$ cat config.mk
export PLATFORM = sky130hd
export DESIGN_NAME = execute_cycle
export DESIGN_NICKNAME = d
export VERILOG_FILES = /design/src/rtl/riscv_pkg.sv /design/src/rtl/alu.sv /design/src/rtl/execute_cycle.sv
export SDC_FILE = /design/constraint.sdc
export NUM_CORES = 1
export LEC_CHECK = 0
export ABC_AREA = 1
export BUFFER_PORTS_ARGS = -buffer_cell sky130_fd_sc_hd__buf_4
export CAP_MARGIN = 20
export CORE_ASPECT_RATIO = 1.5
export CORE_MARGIN = 1.5
export CORE_UTILIZATION = 30
export CTS_CLUSTER_DIAMETER = 40
export DETAILED_ROUTE_END_ITERATION = 8
export PLACE_DENSITY = 0.54
export SLEW_MARGIN = 30
export SYNTH_ARGS = -nofsm -noshare
export SYNTH_HDL_FRONTEND = slang
export SYNTH_SLANG_ARGS = --single-unit
export TNS_END_PERCENT = 1
$ cat constraint.sdc
create_clock -name clk -period 6.9 [get_ports clk]
set_input_delay 1.38 -clock clk [delete_from_list [all_inputs] [get_ports clk]]
set_output_delay 1.38 -clock clk [all_outputs]
set_load 0.005 [all_outputs]
$ cat src/rtl/riscv_pkg.sv
// Shared RV32I pipeline encodings and datapath sizes used by the execute stage.
package riscv_pkg;

  localparam int XLEN       = 32;
  localparam int REG_ADDR_W = 5;

  typedef enum logic [2:0] {
    ALU_ADD = 3'b000,
    ALU_SUB = 3'b001,
    ALU_AND = 3'b010,
    ALU_OR  = 3'b011,
    ALU_SLT = 3'b101
  } alu_op_e;

  typedef enum logic [1:0] {
    FWD_RF  = 2'b00,
    FWD_WB  = 2'b01,
    FWD_MEM = 2'b10
  } fwd_sel_e;

  typedef enum logic [1:0] {
    RES_ALU = 2'b00,
    RES_MEM = 2'b01,
    RES_PC4 = 2'b10
  } result_src_e;

endpackage

$ cat src/rtl/alu.sv
// Combinational RV32I ALU: add/sub/and/or/slt; unlisted opcodes produce zero.
module alu #(
  parameter int W = riscv_pkg::XLEN
) (
  input  logic [W-1:0] SrcA,
  input  logic [W-1:0] SrcB,
  input  logic [2:0]   ALUControl,
  output logic [W-1:0] Result,
  output logic         Zero
);
  import riscv_pkg::*;

  logic lt_s;

  assign lt_s = ($signed(SrcA) < $signed(SrcB));

  // operation select; add/sub wrap naturally at W bits
  always_comb begin
    Result = '0;
    case (ALUControl)
      ALU_ADD: Result = SrcA + SrcB;
      ALU_SUB: Result = SrcA - SrcB;
      ALU_AND: Result = SrcA & SrcB;
      ALU_OR:  Result = SrcA | SrcB;
      ALU_SLT: Result = {{(W-1){1'b0}}, lt_s};
      default: Result = '0;
    endcase
  end

  assign Zero = (Result == '0);

endmodule

$ cat src/rtl/execute_cycle.sv
// RV32I execute stage: operand forwarding, ALU, branch/jump resolution and the
// EX/MEM pipeline register feeding the memory stage.
module execute_cycle #(
  parameter int XLEN       = riscv_pkg::XLEN,
  parameter int REG_ADDR_W = riscv_pkg::REG_ADDR_W
) (
  input  logic                  clk,
  input  logic                  rst,
  input  logic                  RegWriteE,
  input  logic [1:0]            ResultSrcE,
  input  logic                  MemWriteE,
  input  logic                  JumpE,
  input  logic                  BranchE,
  input  logic [2:0]            ALUControlE,
  input  logic                  ALUSrcE,
  input  logic [XLEN-1:0]       RD1E,
  input  logic [XLEN-1:0]       RD2E,
  input  logic [XLEN-1:0]       PCE,
  input  logic [REG_ADDR_W-1:0] RdE,
  input  logic [XLEN-1:0]       Imm_ExtE,
  input  logic [XLEN-1:0]       PCPlus4E,
  input  logic [1:0]            ForwardAE,
  input  logic [1:0]            ForwardBE,
  input  logic [XLEN-1:0]       ResultW,
  output logic                  PCSrcE,
  output logic [XLEN-1:0]       PCTargetE,
  output logic                  RegWriteM,
  output logic [1:0]            ResultSrcM,
  output logic                  MemWriteM,
  output logic [XLEN-1:0]       ALUResultM,
  output logic [XLEN-1:0]       WriteDataM,
  output logic [REG_ADDR_W-1:0] RdM,
  output logic [XLEN-1:0]       PCPlus4M
);
  import riscv_pkg::*;

  logic [XLEN-1:0] src_a_s;
  logic [XLEN-1:0] fwd_b_s;
  logic [XLEN-1:0] src_b_s;
  logic [XLEN-1:0] alu_result_s;
  logic            zero_s;

  // SrcA forwarding; the MEM path reads the EX/MEM flop, so no comb loop
  always_comb begin
    src_a_s = RD1E;
    case (ForwardAE)
      FWD_WB:  src_a_s = ResultW;
      FWD_MEM: src_a_s = ALUResultM;
      default: src_a_s = RD1E;
    endcase
  end

  // rs2 forwarding; this value is also the store data regardless of ALUSrcE
  always_comb begin
    fwd_b_s = RD2E;
    case (ForwardBE)
      FWD_WB:  fwd_b_s = ResultW;
      FWD_MEM: fwd_b_s = ALUResultM;
      default: fwd_b_s = RD2E;
    endcase
  end

  assign src_b_s = ALUSrcE ? Imm_ExtE : fwd_b_s;

  alu #(.W(XLEN)) u_alu (
    .SrcA       (src_a_s),
    .SrcB       (src_b_s),
    .ALUControl (ALUControlE),
    .Result     (alu_result_s),
    .Zero       (zero_s)
  );

  assign PCTargetE = PCE + Imm_ExtE;
  assign PCSrcE    = (BranchE & zero_s) | JumpE;

  // EX/MEM register: no stall; bubbles arrive as zeroed control from upstream
  always_ff @(posedge clk) begin
    if (rst) begin
      RegWriteM  <= 1'b0;
      ResultSrcM <= 2'b00;
      MemWriteM  <= 1'b0;
      ALUResultM <= '0;
      WriteDataM <= '0;
      RdM        <= '0;
      PCPlus4M   <= '0;
    end else begin
      RegWriteM  <= RegWriteE;
      ResultSrcM <= ResultSrcE;
      MemWriteM  <= MemWriteE;
      ALUResultM <= alu_result_s;
      WriteDataM <= fwd_b_s;
      RdM        <= RdE;
      PCPlus4M   <= PCPlus4E;
    end
  end

endmodule

# ---- After elaboration in Yosys (flattened, before gate mapping)
# Cells that the tools add are included.
dict set report op_classes {
  n_addsub 3
  multipliers 0
  div_mod_pow 0
  magnitude_cmp 1
  n_eq_ne 8
  n_shift 0
  muxes 4
  n_bitwise 4
  n_reduce_logical 2
}
# operator count
set ops {}
lappend ops {{32-bit case mux with 5 select lines} 1}
lappend ops {{32-bit case mux with 2 select lines} 2}
lappend ops {{32-bit adder} 2}
lappend ops {{32-bit AND} 1}
lappend ops {{32-bit logical NOT} 1}
lappend ops {{32-bit < comparator} 1}
lappend ops {{32-bit 2-to-1 mux} 1}
lappend ops {{32-bit bitwise OR} 1}
lappend ops {{32-bit subtractor} 1}
lappend ops {{3-bit by 2-bit equality test with 1-bit output, second input constant} 2}
lappend ops {{2-bit by 1-bit equality test with 1-bit output, second input constant} 2}
lappend ops {{2-bit equality test, second input constant} 2}
lappend ops {{3-bit by 1-bit equality test with 1-bit output, second input constant} 1}
lappend ops {{3-bit equality test, second input constant} 1}
lappend ops {{3-bit logical NOT} 1}
lappend ops {{1-bit AND} 1}
lappend ops {{1-bit bitwise OR} 1}
dict set report word_totals {
  reg_bits 105
  latch_bits 0
  ram_bits 0
  rom_bits 0
  in_bits 213
  output_inout_bits 138
  mem_count 0
}

# ---- Logic depth before layout (Yosys ltp)
# Gate-level depths: netlist (run 1).
dict set report depth {
  ltp_word 8
  depth_mapped 28
  ltp_nobuf 25
}

# ---- Hierarchy
# From an unflattened synthesis (run 1), not the netlist that was laid out.
dict set report unflattened {
  hier_cells 2485
  hier_area_um2 13399.1
}
# module instances cells_per_inst area_each_um2 seq_area_each_um2
set modules_own_cells {}
lappend modules_own_cells {execute_cycle 1 1149 6749.0 2102.0}
lappend modules_own_cells {alu 1 1336 6650.1 0.0}

# ---- Least setup slack after synthesis (run 1)
# No wires, ideal clock.
dict set report synth_path {
  path_type {input-to-output}
  startpoint {in ForwardBE[0]}
  endpoint {out PCSrcE}
  t_arrival_ps 4331
  required_time_ps 5520
  path_slack_ps 1189
  path_stages 26
  path_cell_list {inv_1 ha_1 clkbuf_1 clkbuf_1 a221o_1 o21ai_0 nand2_1 o21ai_0 fa_1 inv_1 nand3_1 nand2_1 nand2_1 nand2_1 nand2_1 nand2_1 nand2_1 nand2_1 nand2_1 nand3_1 nand3_1 nor2_1 nand2_1 nor2_1 nand3_1 nand2_1}
}
dict set report synth_between {
  elab_chain_cells 8
  elab_cells_between_ends 13
}
# element line
set synth_lines {}
lappend synth_lines {{start: declaration} execute_cycle.sv:23} ;# input logic [1:0] ForwardBE,
lappend synth_lines {{2-bit equality test / 2-bit by 1-bit equality test with 1-bit output (equally long branches)} execute_cycle.sv:56} ;# case (ForwardBE)
lappend synth_lines {{32-bit case mux with 2 select lines (*)} execute_cycle.sv:56}
lappend synth_lines {{32-bit 2-to-1 mux (*)} execute_cycle.sv:63} ;# assign src_b_s = ALUSrcE ? Imm_ExtE : fwd_b_s;
lappend synth_lines {{32-bit subtractor, or another cell as far along} alu.sv:22} ;# ALU_SUB: Result = SrcA - SrcB;
lappend synth_lines {{32-bit case mux with 5 select lines (*)} alu.sv:20} ;# case (ALUControl)
lappend synth_lines {{32-bit logical NOT (*)} alu.sv:30} ;# assign Zero = (Result == '0);
lappend synth_lines {{1-bit AND (*)} execute_cycle.sv:74} ;# assign PCSrcE = (BranchE & zero_s) | JumpE;
lappend synth_lines {{1-bit bitwise OR (*)} execute_cycle.sv:74}
lappend synth_lines {{end: declaration} execute_cycle.sv:25} ;# output logic PCSrcE,
# Every way passes the cells marked *; elsewhere a longest branch is shown, timed or not.

# ---- Final worst setup path (run 1)
dict set report layout_path {
  startpoint {in ForwardAE[0]}
  endpoint {out PCSrcE}
}
dict set report layout_between {
  elab_chain_cells 7
  elab_cells_between_ends 12
}
# element line
set layout_lines {}
lappend layout_lines {{start: declaration} execute_cycle.sv:22} ;# input logic [1:0] ForwardAE,
lappend layout_lines {{2-bit equality test / 2-bit by 1-bit equality test with 1-bit output (equally long branches)} execute_cycle.sv:46} ;# case (ForwardAE)
lappend layout_lines {{32-bit case mux with 2 select lines (*)} execute_cycle.sv:46}
lappend layout_lines {{32-bit subtractor, or another cell as far along} alu.sv:22}
lappend layout_lines {{32-bit case mux with 5 select lines (*)} alu.sv:20}
lappend layout_lines {{32-bit logical NOT (*)} alu.sv:30}
lappend layout_lines {{1-bit AND (*)} execute_cycle.sv:74}
lappend layout_lines {{1-bit bitwise OR (*)} execute_cycle.sv:74}
# Marks and branches as above.

==> results of run 1 <==
final cells by class:
type                    instances  area, sq um
clock buffers                  10          229
clock inverters                 6         61.3
diodes                          1         2.50
flip-flops and latches        105         2100
fillers                      4596        24200
repair buffers                508         3880
well taps                     558          698
multi-input cells            1522         8560
inverters                     430         1610
cells in the final DEF (no fill, tap or decap), types with 21 or more instances in the layout:
| cell type | n |
|---|---|
| a21oi_1 | 94 |
| a221o_1 | 63 |
| buf_4 | 503 |
| dfxtp_1 | 105 |
| ha_1 | 140 |
| inv_1 | 421 |
| nand2_1 | 512 |
| nand3_1 | 148 |
| nand4_1 | 22 |
| nor2_1 | 223 |
| o21ai_0 | 144 |
| o22ai_1 | 24 |
| xor2_1 | 21 |
sequential cells by signal (all words and copies together), names as in the netlist:
signal	flops
RdM	5
MemWriteM	1
WriteDataM	32
PCPlus4M	32
ResultSrcM	2
RegWriteM	1
ALUResultM	32
per-layer routing:
layer / wire length (um) / up-vias / track usage / share of wire
met1: 24800 / 7377 / 0.323 / 0.39
met4: 2090 / 0 / 0.102 / 0.033
met5: 0 / - / 0 / 0
li1: - / 7659 / - / -
met2: 32800 / 563 / 0.542 / 0.52
met3: 3880 / 91 / 0.0388 / 0.061
what timing repair did:
action | CTS | global route
endpoints found under the setup margin | 0 | 1
gates resized for setup | 0 | 18
hold buffers | 0 | 0
through the flow:
| stage | utilization | setup slack [ns] | cells | hold WS [ns] | instance area (sq um) |
|---|---|---|---|---|---|
| 3_5_place_dp | 0.406 | 0.103 | 3123 | 0.684 | 16800 |
| 6_report | 0.415 | 0.207 | 3140 | 0.712 | 17100 |
| 3_3_place_gp | 0.406 | 0.0530 | 3123 | 0.676 | 16800 |
| 5_1_grt | 0.415 | 0.00535 | 3140 | 0.780 | 17100 |
| 2_1_floorplan | - | 1.19 | 2136 | 0.662 | 12600 |
| 4_1_cts | 0.413 | 0.0962 | 3139 | 0.705 | 17100 |
cell usage after synthesis, types with 22 or more instances:
master / number / share of area
nand2_1: 512 / 0.15
a221o_1: 63 / 0.050
dfxtp_1: 105 / 0.17
nand4_1: 22 / 0.011
nor2_1: 225 / 0.067
inv_1: 422 / 0.13
o22ai_1: 24 / 0.012
clkbuf_1: 42 / 0.012
a21oi_1: 95 / 0.038
ha_1: 144 / 0.14
o21ai_0: 149 / 0.059
nand3_1: 151 / 0.060
power by group:
group          switching [W]  leakage (nW)  internal, W
Combinational        0.00125          8.62     0.000818
Sequential         0.0000344         0.870     0.000655
Clock               0.000297         0.138     0.000255
Total                0.00158          9.62      0.00173
worst max-delay path: stages:
cell     delay [ns]
buf_4          0.08
inv_1          0.03
ha_1           0.32
inv_1          0.07
buf_4          0.19
o21ai_0        0.49
inv_1          0.16
ha_1           0.47
buf_4          0.18
nand2_2        0.06
nor2_1         0.15
nand2_1        0.08
nand2_1        0.13
nand2_1        0.12
nand2_2        0.15
nand3_1        0.14
nand3_1        0.13
a21oi_1        0.09
nor2_1         0.31
nand2_1        0.10
nor2_1         0.11
nand3_1        0.14
nand2_1        0.10
buf_4          0.11
how the worst min path moves through the flow:
| stage | startpoint | to | slack, ns | depth (start not counted) |
|---|---|---|---|---|
| after floorplan | ALUResultM[0] | WriteDataM[0] | 0.66 | 3 |
| after global placement | ALUResultM[15] | WriteDataM[15] | 0.68 | 3 |
| after detailed placement | ALUResultM[14] | WriteDataM[14] | 0.68 | 3 |
| after CTS | ALUResultM[14] | WriteDataM[14] | 0.71 | 3 |
| after global routing | ALUResultM[14] | WriteDataM[14] | 0.78 | 3 |
| final | ALUResultM[14] | WriteDataM[14] | 0.71 | 3 |
cells by family (layout without fill, tap and decap cells):
family          count (synthesis)  count (layout)
xor+xnor                       31              31
fa+ha+maj                     147             147
simple gates                  971             971
buf+inv                       509             954
other cells                     0               1
compound gates                373             373
flops                         105             105
==> impl_metrics.toml, run 1 <==
[synth]
synth-xor-area-share = 0.0215
synth_ff_type = "dfxtp_1"
seq_area_frac_synth = 0.167
synthCells = 2136
synth_compound_area_frac = 0.184
synth_warnings = 0
synth_top_family_by_area = "simple AND/OR/NAND/NOR gates"
avgSynthCellArea_sq_um = 5.91
synth-async-reset-ratio = 0
ys_ff_latch = 105
synthMuxAreaShare = 0
synthSimpleGateAreaFrac = 0.320
synth_fa_ha_area_frac = 0.147
syn-num-nets = 2496
synth_area_sq_um = 12600
synth-edff-count = 0
synthDistinctLibCells = 46

[timing]
drv_slew = 0
fmax_mhz = 149
fin_crit_sh = 0.970
finalHoldViolations = 0
rsz0062_at_grt = "no"
max_slew_margin = 0.366
setup_viol_count_final = 0
worst_slew_pin_slew_ns = 0.950
fin_tns_setup_ns = 0
skew_ns = 0.0146
min_period_ns = 6.69

[worst_setup_path]
crit_end = "PCSrcE"
endpoint_kind = "output port"
cp-startpoint = "ForwardAE[0]"
crit_type = "in2out"
rrSetupSlack_ns = 3.57
arrival_ns = 5.31
reg2reg_depth = 21
reg2reg_to = "ALUResultM[24]"
cp_data_required_time_ns = 5.52
path_max_fanout = 13
rr_startpoint = "ALUResultM[0]"
crit_path_start_kind = "primary input"

[power_and_ir_drop]
power_w = 0.00331
leakagePower_nw = 9.62
peakVddDrop_uv = 96.4
p_per_area_nw_per_um2 = 193

[routing]
routed_wl_um = 63500
wl_per_cell_um = 20.2
drc = 0
routed_via_density = 5.00
first_pass_iters = 5
first_iter_violations = 1280
drt.antenna.violating_nets = 0
vias = 15700

[clock_network]
cts_buffers = 9
clock_sinks = 105
clk_pin_slew_ns = 0.08
post_cts_buffers = 0
cts.path.max_buffers = 2
htreeDepth = 3
cts_tree = "built"
insertion_delay_ns = 0.39
clock_tree.root_cell = "clkbuf_16"

[global_routing]
grt_max_degree = 81
antenna_found_initial = 1
grt_pass1_wl_um = 92300
grt_overflow = 0
grt_pass1_vias = 15500
grt_usage = 0.286

[flow_run]
maxCapViolations = 0

[die]
io_pins = 351
start_util = 0.305
fp-row-count = 91
die_x_um = 170
design.core.area_sq_um = 41300
fp.dieH_um = 254
die_area_sq_um = 43300

[placement]
gp_congestion = 0.980
place_hpwl_um = 54400
port_buffers = 350

[status]
status = "completed"

[finish]
syn2layout_area_growth_pct = 35.8
num-nets-final = 2936
drive_above_1_share = 0.225

[hold_path]
hold_class = "reg2reg"
Power figures use the tool's default switching activity.
==> run 2, diff against run 1 <==
Settings changed: CORE_MARGIN 1.5 to 4.
==> impl_metrics.toml, run 2 (synthesis gave the netlist of run 1 again) <==
[timing]
finalHoldViolations = 0
min_period_ns = 6.69
drv_slew = 0
setup_viol_count_final = 0
worst_slack_ns = 0.209
skew_ns = 0.0244
worst_slew_pin_slew_ns = 0.999
fin_crit_sh = 0.970
fmax_mhz = 149
max_slew_margin = 0.334
whs_ns = 0.725
rsz0062_at_grt = "no"

[power_and_ir_drop]
peakVddDrop_uv = 125
p_per_area_nw_per_um2 = 193
leakagePower_nw = 9.71

[worst_setup_path]
arrival_ns = 5.31
cp_data_required_time_ns = 5.52
crit_chain = "buf_4 -> ha_2 -> inv_1 -> buf_12 -> o21ai_0 -> o21ai_0 -> buf_4 -> ha_1 -> o21ai_0 -> o21bai_1 -> nand2_1 -> nand2_1 -> a21oi_1 -> nand3_1 -> nand3_1 -> nand2_1 -> nor2_1 -> nand2_1 -> nor2_2 -> nand3_1 -> nand2_1 -> buf_4"
crit_type = "in2out"
path_max_fanout = 29
crit_path_start_kind = "primary input"
endpoint_kind = "output port"
cpMostUsedCell = "nand2_1"
slowest_delay_ns = 0.47
worst_path_max_delay_cell = "ha_1"

[clock_network]
cts_tree = "built"
clk_pin_slew_ns = 0.08
htreeDepth = 3
insertion_delay_ns = 0.39
cts.path.max_buffers = 2
hold_buffers = 0
cts_buffers = 9
clock_sinks = 105
clock_tree.root_cell = "clkbuf_16"

[finish]
num-nets-final = 2956
reg.largest.list = "ALUResultM (32), PCPlus4M (32), WriteDataM (32)"
ff_latch_area_sq_um = 2100
multi_input_area_sq_um = 8560
final_common_cell = "buf_4"
syn2layout_area_growth_pct = 37.2
nFillCells = 4532
drive_above_1_share = 0.234
antenna_cells = 0
final_cell_mix = "buf_4 (519), nand2_1 (512), inv_1 (422), nor2_1 (221), nand3_1 (148)"

[placement]
place_hpwl_um = 55900
port_buffers = 350
dp_slack_ns = 0.0333
gp_congestion = 0.980

[routing]
first_pass_iters = 7
drc = 0
drt.antenna.violating_nets = 0
routed_wl_um = 65100
routed_via_density = 4.97
wl_per_cell_um = 20.6
vias = 15700
first_iter_violations = 1388

[flow_run]
maxCapViolations = 0

[global_routing]
grt_pass1_wl_um = 94000
grtUsageMet3 = 0.0283
grt_overflow = 0
grt_pass1_vias = 15700
grtUsageMet1 = 0.316
antenna_found_initial = 0
grt_usage = 0.271
grt_max_degree = 48
busiest_layer = "met2"
met2_usage = 0.510

[die]
fp.dieH_um = 259
start_util = 0.305
die_area_sq_um = 45500
io_pins = 351
design.core.area_sq_um = 41300
die_x_um = 175
fp-row-count = 91

[hold_path]
hold_class = "reg2reg"

[status]
status = "completed"
==> run 2: changes by cell type in the layout (fill, tap and decap cells not counted), moves of 2 or more <==
cell,change
buf_12,+3
nor2_1,-2
ha_4,-2
ha_2,+10
ha_1,-8
o21ai_1,+10
buf_4,+16
o21ai_0,-9
==> run 2: where the power goes <==
| group | internal [W] | leakage, nW | switching [W] |
|---|---|---|---|
| Sequential | 0.000655 | 0.870 | 0.0000345 |
| Combinational | 0.000847 | 8.71 | 0.00126 |
| Clock | 0.000254 | 0.137 | 0.000293 |
==> run 2: area by class of cell <==
cell class	instances	area share
multi-input cells	1522	0.494
well taps	558	0.0403
flip-flops and latches	105	0.121
clock buffers	9	0.0130
repair buffers	528	0.234
clock inverters	7	0.00376
inverters	430	0.0932
==> run 2: through the flow <==
step / utilization / total power, W / instances / setup TNS (ns) / cell area, sq um
final: 0.419 / 0.00334 / 3159 / 0 / 17300
after floorplan: - / 0.00181 / 2136 / 0 / 12600
after CTS: 0.417 / 0.00331 / 3154 / 0 / 17200
after detailed placement: 0.410 / 0.00276 / 3138 / 0 / 16900
after global routing: 0.419 / 0.00358 / 3159 / 0 / 17300
after global placement: 0.410 / 0.00276 / 3138 / -0.0245 / 16900
==> run 2: final timing paths <==
| kind | from | endpoint | slack [ns] | cells past startpoint |
|---|---|---|---|---|
| worst max-delay path | ForwardBE[1] | PCSrcE | 0.21 | 22 |
| worst min-delay path | ALUResultM[5] | WriteDataM[5] | 0.73 | 3 |
| worst max register to register | ALUResultM[0] | ALUResultM[30] | 3.61 | 18 |
| worst min register to register | ALUResultM[5] | WriteDataM[5] | 0.73 | 3 |
==> run 2: layer usage <==
metal  vias to the layer above  part of all wire
met5                         -                 0
met1                      7336              0.40
met3                       102             0.052
met4                         0             0.035
li1                       7698                 -
met2                       574              0.52
==> run 2: worst max-delay path: cells and delay by family <==
kind | cells | cell delay [ns]
buf+inv | 5 | 0.64
simple gates | 10 | 1.23
compound gates | 5 | 1.16
fa+ha+maj | 2 | 0.86
==> run 2: repair_timing <==
item,CTS,global route
setup endpoints to repair,0,1
endpoints found under the hold margin,0,0
buffers inserted,0,5
gates resized for setup,0,33
==> run 3, diff against run 2 <==
Settings changed: BUFFER_PORTS_ARGS -buffer_cell sky130_fd_sc_hd__buf_4 to not set, DONT_BUFFER_PORTS set to 1, PLACE_DENSITY 0.54 to 0.47, SKIP_CTS_REPAIR_TIMING set to 1.
Clock period 6.9 ns to 6.3 ns, I/O delays scaled along.
==> impl_metrics.toml, run 3 (synthesis gave the netlist of run 1 again) <==
[status]
status = "completed"

[die]
fp-row-count = 91
start_util = 0.305
die_x_um = 175
io_pins = 351
design.core.area_sq_um = 41300
fp.dieH_um = 259
die_area_sq_um = 45500

[global_routing]
antenna_found_initial = 3
grt_usage = 0.264
grt_pass1_wl_um = 91100
grt_overflow = 0
grt_pass1_vias = 14700
grt_max_degree = 81

[worst_setup_path]
reg2reg_depth = 18
endpoint_kind = "output port"
crit_type = "in2out"
reg2reg_to = "ALUResultM[21]"
path_max_fanout = 20
rrSetupSlack_ns = 2.96
cp_data_required_time_ns = 5.04
rr_startpoint = "ALUResultM[2]"
crit_path_start_kind = "primary input"
arrival_ns = 4.97

[power_and_ir_drop]
power_frac_clock = 0.162
power_w = 0.00357
p_comb_frac = 0.622
netSwitchingFraction = 0.468
power.sequential.fraction = 0.216
peakVddDrop_uv = 127
p_int_w = 0.00190
p_per_area_nw_per_um2 = 227
power.switching_w = 0.00167
leakagePower_nw = 8.63

[finish]
syn2layout_area_growth_pct = 24.2
final_area_sq_um = 15700
reg.largest.list = "ALUResultM (32), PCPlus4M (32), WriteDataM (32)"
stdcell_count = 2945
final_cell_mix = "nand2_1 (511), inv_1 (422), buf_4 (305), nor2_1 (220), nand3_1 (150)"
num-nets-final = 2739
drive_above_1_share = 0.165
final_common_cell = "nand2_1"

[clock_network]
insertion_delay_ns = 0.37
cts.path.max_buffers = 2
clk_pin_slew_ns = 0.08
clock_tree.root_cell = "clkbuf_16"
htreeDepth = 3
cts_buffers = 9
clock_sinks = 105
cts_tree = "built"

[routing]
first_pass_iters = 6
routed_wl_um = 63100
vias = 15100
drc = 0
first_iter_violations = 1227
wl_per_cell_um = 21.4
routed_via_density = 5.11
drt.antenna.violating_nets = 0

[hold_path]
hold_class = "reg2reg"
hold_start = "ALUResultM[4]"
holdPathEnd = "WriteDataM[4]"
whs_path_depth = 3

[placement]
dpl_cell_area_sq_um = 15300
port_buffers = 0
gp_congestion = 1.02
place_hpwl_um = 54700
placed_cells = 2925

[timing]
fin_crit_sh = 0.989
drv_slew = 0
max_slew_margin = 0.493
finalHoldViolations = 0
worst_slew_pin_slew_ns = 0.757
min_period_ns = 6.23
fin_tns_setup_ns = 0
fmax_mhz = 161
skew_ns = 0.00957
setup_viol_count_final = 0
whs_ns = 0.766
rsz0062_at_grt = "yes"

[flow_run]
maxCapViolations = 0
run 3: metal layers:
layer | global-route usage | vias to the layer above | part of all wire | wire (um)
li1 | - | 7282 | - | -
met2 | 0.499 | 577 | 0.52 | 32700
met3 | 0.0388 | 113 | 0.056 | 3530
met4 | 0.101 | 0 | 0.039 | 2470
met5 | 0 | - | 0 | 0
met1 | 0.295 | 7086 | 0.39 | 24400
run 3: cell type report:
cell class / instances / area [sq um]
clock buffers: 11 / 243
flip-flops and latches: 105 / 2100
well taps: 558 / 698
inverters: 430 / 1610
multi-input cells: 1522 / 8560
diodes: 3 / 7.51
repair buffers: 311 / 2410
fillers: 4592 / 25700
clock inverters: 5 / 47.5
run 3: power by group through the flow:
stage	clock network (W)	logic, W	registers [W]
6_report	0.000577	0.00222	0.000770
3_5_place_dp	0	0.00217	0.000787
2_1_floorplan	0	0.00122	0.000761
5_1_grt	0.000609	0.00243	0.000774
3_3_place_gp	0	0.00217	0.000787
4_1_cts	0.000593	0.00218	0.000771
run 3: worst max path at each step:
stage                             from      to  cells after the start
after floorplan           ForwardBE[0]  PCSrcE                     26
after detailed placement  ForwardBE[0]  PCSrcE                     22
after CTS                 ForwardBE[0]  PCSrcE                     22
final                     ForwardBE[0]  PCSrcE                     25
after global placement    ForwardBE[0]  PCSrcE                     22
after global routing      ForwardBE[0]  PCSrcE                     26
run 3: through the flow:
stage | setup slack (ns) | utilization
final | 0.0702 | 0.379
after global routing | -0.0975 | 0.379
after CTS | -0.253 | 0.378
after detailed placement | -0.242 | 0.371
after global placement | -0.297 | 0.371
after floorplan | 0.829 | -
run 3: critical path: stages:
cell	delay [ns]
inv_1	0.04
ha_2	0.30
buf_4	0.23
buf_4	0.16
a221o_1	0.24
o21ai_0	0.12
nand2_1	0.08
o21ai_1	0.22
buf_4	0.21
fa_2	0.21
inv_1	0.06
buf_4	0.14
nor2_1	0.12
nor2_1	0.06
a21oi_1	0.19
nand2_1	0.08
nor2_1	0.14
nand3_1	0.09
nor2_1	0.14
nand3_1	0.18
nor2_1	0.13
nand3_1	0.12
nor2_2	0.17
nand3_1	0.15
nand2_1	0.11
